$ cat src/rtl/hub75_pkg.sv
// Shared types and helpers for the HUB75 receive path.
package hub75_pkg;

  localparam int unsigned RGB_R = 0;
  localparam int unsigned RGB_G = 1;
  localparam int unsigned RGB_B = 2;

  localparam int unsigned PX_X_W_MAX = 8;
  localparam int unsigned PX_Y_W_MAX = 8;

  typedef struct packed {
    logic [PX_X_W_MAX-1:0] x;
    logic [PX_Y_W_MAX-1:0] y;
    logic [2:0]            rgb0;
    logic [2:0]            rgb1;
    logic                  last;
  } px_beat_t;

  // Column index width; never narrower than one bit.
  function automatic int unsigned x_width(input int unsigned width);
    return (width > 1) ? $clog2(width) : 1;
  endfunction

endpackage

$ cat src/rtl/hub75_rx_sync.sv
// Single synchronizer chain for the whole HUB75 input bundle, plus
// rising-edge strobes for sclk and latch aligned with the synced data.
module hub75_rx_sync #(
  parameter int unsigned SYNC_STAGES = 2,
  parameter int unsigned ADDR_BITS   = 5
) (
  input  logic                 clk,
  input  logic                 rst_n,
  input  logic                 sclk_i,
  input  logic                 latch_i,
  input  logic                 blank_i,
  input  logic [ADDR_BITS-1:0] addr_i,
  input  logic [2:0]           rgb0_i,
  input  logic [2:0]           rgb1_i,
  output logic                 blank_o,
  output logic [ADDR_BITS-1:0] addr_o,
  output logic [2:0]           rgb0_o,
  output logic [2:0]           rgb1_o,
  output logic                 sclk_rise_c,
  output logic                 latch_rise_c
);

  localparam int unsigned BW = 3 + ADDR_BITS + 6;

  logic [BW-1:0] chain_q [SYNC_STAGES];
  logic          sclk_s;
  logic          latch_s;
  logic          sclk_prev_q;
  logic          latch_prev_q;

  always_ff @(posedge clk or negedge rst_n) begin
    if (!rst_n) begin
      for (int i = 0; i < SYNC_STAGES; i++) chain_q[i] <= '0;
      sclk_prev_q  <= 1'b0;
      latch_prev_q <= 1'b0;
    end else begin
      chain_q[0] <= {sclk_i, latch_i, blank_i, addr_i, rgb1_i, rgb0_i};
      for (int i = 1; i < SYNC_STAGES; i++) chain_q[i] <= chain_q[i-1];
      sclk_prev_q  <= sclk_s;
      latch_prev_q <= latch_s;
    end
  end

  assign {sclk_s, latch_s, blank_o, addr_o, rgb1_o, rgb0_o} = chain_q[SYNC_STAGES-1];
  assign sclk_rise_c  = sclk_s & ~sclk_prev_q;
  assign latch_rise_c = latch_s & ~latch_prev_q;

endmodule

$ cat src/rtl/hub75_rx.sv
// HUB75 receiver: ping-pong line buffer filled on sclk, replayed as a pixel
// stream on latch. Optional blank on-time measurement: HUB75_RX_ONTIME_EN.
module hub75_rx
  import hub75_pkg::*;
#(
  parameter  int unsigned WIDTH       = 64,
  parameter  int unsigned ADDR_BITS   = 5,
  parameter  int unsigned SYNC_STAGES = 2,
  localparam int unsigned XW          = x_width(WIDTH)
) (
  input  logic                 clk,
  input  logic                 rst_n,
  input  logic                 hub_sclk,
  input  logic                 hub_latch,
  input  logic                 hub_blank,
  input  logic [ADDR_BITS-1:0] hub_addr,
  input  logic [2:0]           hub_rgb0,
  input  logic [2:0]           hub_rgb1,
  output logic                 px_valid,
  input  logic                 px_ready,
  output logic [XW-1:0]        px_x,
  output logic [ADDR_BITS-1:0] px_y,
  output logic [2:0]           px_rgb0,
  output logic [2:0]           px_rgb1,
  output logic                 px_last,
  output logic                 frame_start,
  output logic                 overrun,
  input  logic                 ovr_clr
`ifdef HUB75_RX_ONTIME_EN
  ,
  output logic [15:0]          ontime,
  output logic                 ontime_valid
`endif
);

  localparam int unsigned KW = XW + 1;

  typedef enum logic {ST_IDLE, ST_DRAIN} state_e;

  logic                 blank_s;
  logic [ADDR_BITS-1:0] addr_s;
  logic [2:0]           rgb0_s, rgb1_s;
  logic                 sclk_rise, latch_rise;

  hub75_rx_sync #(.SYNC_STAGES(SYNC_STAGES), .ADDR_BITS(ADDR_BITS)) u_sync (
    .clk         (clk),
    .rst_n       (rst_n),
    .sclk_i      (hub_sclk),
    .latch_i     (hub_latch),
    .blank_i     (hub_blank),
    .addr_i      (hub_addr),
    .rgb0_i      (hub_rgb0),
    .rgb1_i      (hub_rgb1),
    .blank_o     (blank_s),
    .addr_o      (addr_s),
    .rgb0_o      (rgb0_s),
    .rgb1_o      (rgb1_s),
    .sclk_rise_c (sclk_rise),
    .latch_rise_c(latch_rise)
  );

  logic [5:0]           mem_q [2][WIDTH];
  state_e               state_q, state_d;
  logic [KW-1:0]        k_q, k_d, n_q, n_d, n_lat;
  logic                 fill_q, fill_d;
  logic [ADDR_BITS-1:0] prev_q, prev_d, y_q, y_d;
  logic [XW-1:0]        x_q, x_d, idx;
  logic [2:0]           rgb0_q, rgb0_d, rgb1_q, rgb1_d;
  logic                 valid_q, valid_d, last_q, last_d;
  logic                 fs_q, fs_d, ovr_q, ovr_d;
  logic                 wr_en;
  logic [5:0]           rd_word;

  // Line buffer storage; emptiness is tracked by the counters, not the data.
  always_ff @(posedge clk) begin
    if (wr_en) mem_q[fill_q][k_q[XW-1:0]] <= {rgb1_s, rgb0_s};
  end

  always_ff @(posedge clk or negedge rst_n) begin
    if (!rst_n) begin
      state_q <= ST_IDLE;
      k_q     <= '0;
      n_q     <= '0;
      fill_q  <= 1'b0;
      prev_q  <= '1;
      y_q     <= '0;
      x_q     <= '0;
      rgb0_q  <= '0;
      rgb1_q  <= '0;
      valid_q <= 1'b0;
      last_q  <= 1'b0;
      fs_q    <= 1'b0;
      ovr_q   <= 1'b0;
    end else begin
      state_q <= state_d;
      k_q     <= k_d;
      n_q     <= n_d;
      fill_q  <= fill_d;
      prev_q  <= prev_d;
      y_q     <= y_d;
      x_q     <= x_d;
      rgb0_q  <= rgb0_d;
      rgb1_q  <= rgb1_d;
      valid_q <= valid_d;
      last_q  <= last_d;
      fs_q    <= fs_d;
      ovr_q   <= ovr_d;
    end
  end

  always_comb begin
    state_d = state_q;
    k_d     = k_q;
    n_d     = n_q;
    fill_d  = fill_q;
    prev_d  = prev_q;
    y_d     = y_q;
    x_d     = x_q;
    rgb0_d  = rgb0_q;
    rgb1_d  = rgb1_q;
    valid_d = valid_q;
    last_d  = last_q;
    fs_d    = 1'b0;
    ovr_d   = ovr_clr ? 1'b0 : ovr_q;
    wr_en   = 1'b0;
    idx     = '0;
    rd_word = '0;

    // Shift is applied before a coincident latch.
    if (sclk_rise) begin
      if (k_q == KW'(WIDTH)) begin
        ovr_d = 1'b1;
      end else begin
        wr_en = 1'b1;
        k_d   = k_q + KW'(1);
      end
    end
    n_lat = k_d;
    if (latch_rise) k_d = '0;

    case (state_q)
      ST_IDLE: begin
        if (latch_rise && n_lat != '0) begin
          // Rightmost pixel is the last one shifted; bypass a same-cycle write.
          rd_word = wr_en ? {rgb1_s, rgb0_s} : mem_q[fill_q][XW'(k_q - KW'(1))];
          state_d = ST_DRAIN;
          fill_d  = ~fill_q;
          n_d     = n_lat;
          valid_d = 1'b1;
          x_d     = '0;
          y_d     = addr_s;
          {rgb1_d, rgb0_d} = rd_word;
          last_d  = (n_lat == KW'(1));
          fs_d    = (addr_s <= prev_q);
          prev_d  = addr_s;
        end
      end
      ST_DRAIN: begin
        if (latch_rise && n_lat != '0) ovr_d = 1'b1;
        if (valid_q && px_ready) begin
          if (last_q) begin
            state_d = ST_IDLE;
            valid_d = 1'b0;
            last_d  = 1'b0;
          end else begin
            idx     = XW'(n_q - KW'(x_q) - KW'(2));
            rd_word = mem_q[~fill_q][idx];
            x_d     = x_q + XW'(1);
            {rgb1_d, rgb0_d} = rd_word;
            last_d  = ((KW'(x_q) + KW'(2)) == n_q);
          end
        end
      end
      default: state_d = ST_IDLE;
    endcase
  end

  assign px_valid    = valid_q;
  assign px_x        = x_q;
  assign px_y        = y_q;
  assign px_rgb0     = rgb0_q;
  assign px_rgb1     = rgb1_q;
  assign px_last     = last_q;
  assign frame_start = fs_q;
  assign overrun     = ovr_q;

`ifdef HUB75_RX_ONTIME_EN
  logic        blank_prev_q, ontime_valid_q;
  logic [15:0] cnt_q, ontime_q;

  // Lit-time counter captured on each blank rising edge.
  always_ff @(posedge clk or negedge rst_n) begin
    if (!rst_n) begin
      blank_prev_q   <= 1'b0;
      cnt_q          <= '0;
      ontime_q       <= '0;
      ontime_valid_q <= 1'b0;
    end else begin
      blank_prev_q   <= blank_s;
      ontime_valid_q <= 1'b0;
      if (blank_s && !blank_prev_q) begin
        ontime_q       <= cnt_q;
        ontime_valid_q <= 1'b1;
        cnt_q          <= '0;
      end else if (!blank_s && cnt_q != 16'hFFFF) begin
        cnt_q <= cnt_q + 16'd1;
      end
    end
  end

  assign ontime       = ontime_q;
  assign ontime_valid = ontime_valid_q;
`else
  logic unused_blank;
  assign unused_blank = blank_s;
`endif

endmodule

$ cat config.mk
export PLATFORM = sky130hd
export DESIGN_NAME = hub75_rx
export DESIGN_NICKNAME = d
export VERILOG_FILES = /design/src/rtl/hub75_pkg.sv /design/src/rtl/hub75_rx_sync.sv /design/src/rtl/hub75_rx.sv
export SDC_FILE = /design/constraint.sdc
export NUM_CORES = 1
export LEC_CHECK = 0
export CAP_MARGIN = 40
export CORE_AREA = 4 4 377 193
export DETAILED_ROUTE_END_ITERATION = 10
export DIE_AREA = 0 0 381 197
export MAX_ROUTING_LAYER = met4
export PLACE_DENSITY = 0.74
export SYNTH_ARGS = -nofsm -noshare
export SYNTH_HDL_FRONTEND = slang
export SYNTH_SLANG_ARGS = --single-unit
$ cat constraint.sdc
create_clock -name clk -period 5.6 [get_ports clk]
set_input_delay 0.84 -clock clk [delete_from_list [all_inputs] [get_ports clk]]
set_output_delay 0.84 -clock clk [all_outputs]
set_load 0.005 [all_outputs]
==> flow_summary.json, run 1 <==
{
  "setup_viol": 0,
  "grt_max_degree": 145,
  "startpoint_type": "flip-flop",
  "die_h_um": 197,
  "drc_errors": 0,
  "ys.flop_type": "edfxtp_1",
  "setup_tns_ps": 0,
  "vias": 25200,
  "clkLatencyLatePin_ps": 640,
  "core.rowCount": 68,
  "cts.path.max_buffers": 3,
  "fin_crit_ps": 4360,
  "dpl_cell_area_um2": 41500,
  "drive_above_1_share": 0.156,
  "wire_per_inst_um": 31.1,
  "cts_setup_buffers": 0,
  "critPathTopFamily": "compound AO/OA/AOI/OAI gates",
  "synth_edf_count": 768,
  "clockRootBuffer": "clkbuf_16",
  "die-area_um2": 75100,
  "rsz0062_at_grt": "false",
  "core_um2": 68900,
  "max_clock_freq_mhz": 229,
  "ys_ff_latch": 838,
  "die_w_um": 381,
  "grt_overflow": 0,
  "clk_pin_slew_ps": 70,
  "hold_path_class": "input pin to async pin",
  "cp_num_buf_inv": 4,
  "finClkSkew_ps": 23.0,
  "synth_nets": 2635,
  "numCtsBuffers": 74,
  "netlist_top_cells_area": "edfxtp_1, mux4_2, mux2i_1, a22oi_1, dfrtp_1",
  "power_mw": 26.7,
  "io_pins": 39,
  "cp_slowest_cell": "fa_1",
  "worstPathArrival_ps": 4840,
  "crit_required_ps": 6080,
  "ys_seq_area_frac": 0.619,
  "finalNetCount": 2625,
  "design_area_um2": 43900,
  "slowest_delay_ps": 850,
  "timing.final.crit_share": 0.778,
  "slew_headroom": 0.289,
  "synth_top_area_share": 0.575,
  "nFillCells": 4844,
  "yosysWarnings": 0,
  "start_util": 0.582,
  "dp_hpwl_mm": 74.1,
  "synth_top_cell_by_area": "edfxtp_1",
  "cp_cell_sequence": "ha_1 > inv_1 > ha_4 > inv_1 > fa_1 > buf_4 > nor2b_2 > buf_4 > a22oi_1 > nand2_1 > o22ai_1 > a2111oi_1 > a22oi_1 > a31oi_1",
  "netlist_area_um2": 40100,
  "ant_nets": 0,
  "multi_input_area_um2": 14300,
  "antenna_found_initial": 2,
  "whs_ps": 59.4,
  "cap_violations": 0,
  "regArea_um2": 24800,
  "status": "completed",
  "grt_pass1_vias": 24200,
  "vias_per_cell": 7.08,
  "grt_pass1_wl_mm": 161,
  "cts_resized": 0,
  "drv_slew": 0,
  "p_leak_nw": 15.0,
  "end_kind": "flip-flop",
  "portBuffers": 37,
  "ir_drop_v": 0.000479,
  "synthArstFlopShare": 0.0835,
  "worst-setup-path-type": "flip-flop to flip-flop",
  "routabilityCongestion": 1.00,
  "worstMarginPinSlew_ps": 1050,
  "hold_buffers": 0,
  "grt_usage": 0.301,
  "synth_commonest_cells": "edfxtp_1, mux2i_1, a22oi_1",
  "cp_max_fo": 27,
  "drt-initial-drc-count": 3758,
  "synth_cells": 2597,
  "cts_num_sinks": 838,
  "drt_first_pass_iters": 7,
  "drt-total-wl_mm": 110,
  "cts-htree-levels": 3,
  "power.density_nw_per_um2": 608,
  "hold_viol": 0,
  "syn_to_final_growth_pct": 9.61,
  "synth.most_common_cell": "edfxtp_1",
  "avgSynthCellArea_um2": 15.4,
  "synth.distinct_cells": 72,
  "cts_tree": "yes"
}
## report_power, final
part	total, mW	internal (mW)	switching [mW]
Sequential	7.24	6.97	0.264
Combinational	14.4	5.74	8.65
Clock	5.10	2.80	2.30
Total	26.7	15.5	11.2
## registers in the layout (all words and copies together), names as in the netlist
signal               flops
state_q                  1
px_x                     6
u_sync.rgb0_o            3
px_last                  1
prev_q                   5
overrun                  1
px_rgb1                  3
fill_q                   1
n_q                      7
u_sync.rgb1_o            3
u_sync.latch_prev_q      1
u_sync.addr_o            5
mem_q                  768
px_rgb0                  3
frame_start              1
px_valid                 1
k_q                      7
u_sync.sclk_prev_q       1
px_y                     5
u_sync.chain_q          15
## cells in the final DEF (no fill, tap or decap), types with 49 or more instances in the layout
master       n
nand2_1    119
nor2_1     181
nand3_1     58
mux4_2     189
mux2i_1    393
buf_4       49
edfxtp_1   768
a22oi_1    244
clkbuf_16   79
dfrtp_1     58
## worst paths after layout
kind | from | slack [ps] | end | depth (start not counted)
setup / recovery | px_x[1] | 1240 | px_rgb1[1] | 14
hold / removal | rst_n | 60 | px_y[4] | 1
setup reg to reg | px_x[1] | 1240 | px_rgb1[1] | 14
hold reg to reg | u_sync.chain_q[14] | 350 | u_sync.rgb0_o[0] | 0
max in group asynchronous | rst_n | 4980 | prev_q[2] | 2
min in group clk | u_sync.chain_q[14] | 350 | u_sync.rgb0_o[0] | 0
## through the flow
stage / worst slack [ps] / cells / utilization
floorplan: 2180 / 2597 / -
global placement: 1430 / 3407 / 0.599
detailed placement: 1450 / 3419 / 0.603
CTS: 1430 / 3552 / 0.637
global route: 1100 / 3556 / 0.638
finish: 1240 / 3556 / 0.638
## cells by family after synthesis
group	after synthesis	share of synthesized area
fa+ha+maj	20	0.00643
flops	838	0.619
mux	603	0.210
buf+inv	223	0.0277
simple gates	457	0.0511
xor+xnor	22	0.00546
compound gates	434	0.0798
## layout make-up
cell class                 instances  share of cell area
multi-input combinational       1536               0.324
clock buffer                     100              0.0473
tap                              910              0.0259
antenna                            2            0.000114
sequential                       838               0.565
timing repair buffer             108              0.0279
inverter                          29             0.00248
clock inverter                    33             0.00638
## layer usage
layer	share of wire	wire length [µm]	vias up	GRT usage
met4	0.034	3730	0	0.0860
met3	0.13	14500	271	0.0836
met2	0.45	49200	1675	0.443
met5	0	0	-	-
met1	0.39	43000	12800	0.418
li1	-	-	10500	-
Note: power is estimated with default switching activity, not from simulation.
==> run 2: changes to the inputs <==
- CORE_AREA: 4 4 377 193 -> 4 4 381 195
- DIE_AREA: 0 0 381 197 -> 0 0 385 199
- PLACE_DENSITY: 0.74 -> 0.76
- clock period: 5.6 -> 3.9 ns (I/O delays scaled with it)
==> flow_summary.json, run 2 (synthesis results as in run 1) <==
{
  "ant_nets": 0,
  "vias": 25500,
  "setup_viol": 0,
  "worstMarginPinSlew_ps": 964,
  "portBuffers": 37,
  "reg2reg_to": "px_rgb1[1]",
  "place_ws_ps": 157,
  "numCtsBuffers": 74,
  "p_clk_frac": 0.186,
  "drt-initial-drc-count": 3578,
  "wire_per_inst_um": 30.6,
  "core_um2": 70700,
  "cts_tree": "yes",
  "syn_to_final_growth_pct": 12.1,
  "hold_path_class": "input pin to async pin",
  "final_cells": 3707,
  "final_util": 0.635,
  "cap_violations": 0,
  "drt_first_pass_iters": 6,
  "antenna_found_initial": 0,
  "fin_crit_ps": 3770,
  "startpoint_type": "flip-flop",
  "multi_input_area_um2": 14300,
  "drive_above_1_share": 0.187,
  "power_mw": 40.1,
  "whs_ps": 317,
  "nFillCells": 4967,
  "design_area_um2": 44900,
  "worst-setup-path-type": "flip-flop to flip-flop",
  "setup_tns_ps": 0,
  "place_inst": 3573,
  "ir_drop_v": 0.000885,
  "grt_pass1_wl_mm": 166,
  "vias_per_cell": 6.89,
  "r2r-start": "k_q[1]",
  "start_util": 0.567,
  "die-area_um2": 76600,
  "grt_overflow": 0,
  "routabilityCongestion": 0.981,
  "drc_errors": 0,
  "p_leak_nw": 15.6,
  "io_pins": 39,
  "final_common_cell": "edfxtp_1",
  "clkLatencyLatePin_ps": 640,
  "mostFrequentLayoutCells": "edfxtp_1, mux2i_1, a22oi_1",
  "slew_headroom": 0.357,
  "power.density_nw_per_um2": 892,
  "clk_pin_slew_ps": 70,
  "hold_viol": 0,
  "clockRootBuffer": "clkbuf_16",
  "finClkSkew_ps": 31.8,
  "regArea_um2": 24800,
  "cts_num_sinks": 838,
  "grt_pass1_vias": 25400,
  "p_switching_mw": 16.3,
  "rrSetupSlack_ps": 130,
  "largest_register_ffs": 768,
  "crit_required_ps": 4390,
  "p_int_mw": 23.8,
  "switching_share": 0.407,
  "r2r_cells": 11,
  "drv_slew": 0,
  "cts.path.max_buffers": 3,
  "finalNetCount": 2733,
  "cts-htree-levels": 3,
  "fin_ws_ps": 134,
  "dpl_cell_area_um2": 42500,
  "timing.final.crit_share": 0.966,
  "worstPathArrival_ps": 4260,
  "die_h_um": 199,
  "seqPwrFrac": 0.257,
  "grt_usage": 0.307,
  "max_clock_freq_mhz": 266,
  "cp_max_fo": 20,
  "dp_hpwl_mm": 78.4,
  "end_kind": "flip-flop",
  "combPwrFrac": 0.557,
  "rsz0062_at_grt": "false",
  "drt-total-wl_mm": 113,
  "core.rowCount": 69,
  "grt_max_degree": 94,
  "die_w_um": 385,
  "status": "completed"
}
## run 2: cell count changes in the layout (fill, tap and decap cells not counted), moves of 4 or more
cell,delta
buf_16,-4
clkbuf_1,+4
buf_4,+100
buf_12,+13
## run 2: critical path: stages (launching register included)
cell,delay (ps)
dfrtp_1,510
inv_1,170
ha_1,300
xor2_4,220
nor2_4,690
a22oi_1,270
and3_1,320
a311o_1,340
a31oi_1,410
buf_4,200
a211o_1,110
a31oi_1,70
## run 2: power by group through the flow
stage | sequential (mW) | clock (mW) | combinational [mW]
floorplan | 10.4 | 0 | 13.8
global placement | 10.5 | 0 | 21.2
detailed placement | 10.5 | 0 | 21.5
CTS | 10.3 | 7.47 | 21.6
global route | 10.3 | 7.89 | 23.2
finish | 10.3 | 7.46 | 22.3
## run 2: metal layers
layer | vias up | global-route usage | share of wire | wire length [µm]
li1 | 10700 | - | - | -
met1 | 13100 | 0.411 | 0.38 | 43400
met2 | 1553 | 0.460 | 0.46 | 51900
met3 | 272 | 0.0856 | 0.12 | 13800
met4 | 0 | 0.101 | 0.037 | 4240
met5 | - | - | 0 | 0
## run 2: cell type report
cell class,count,area share
Sequential cell,838,0.553
Inverter,29,0.00242
Antenna cell,1,0.0000557
Multi-Input combinational cell,1536,0.318
Tap cell,958,0.0267
Clock buffer,101,0.0461
Clock inverter,28,0.00716
Timing Repair Buffer,216,0.0471
## run 2: what timing repair did
item	in CTS	in global routing
endpoints found under the setup margin	0	3
buffers inserted	0	3
resized for setup	0	2
endpoints found under the hold margin	37	0
hold buffers	1	0
## run 2: worst max-delay path by stage
stage | to | from | slack (ps) | depth (start not counted)
4_1_cts | px_rgb1[2] | px_x[1] | 170 | 13
2_1_floorplan | px_rgb0[0] | px_x[1] | 480 | 15
3_5_place_dp | px_rgb1[2] | px_x[1] | 160 | 13
3_3_place_gp | px_rgb1[2] | px_x[1] | 210 | 13
6_report | px_rgb1[1] | k_q[1] | 130 | 11
5_1_grt | px_rgb1[0] | k_q[1] | 30 | 12
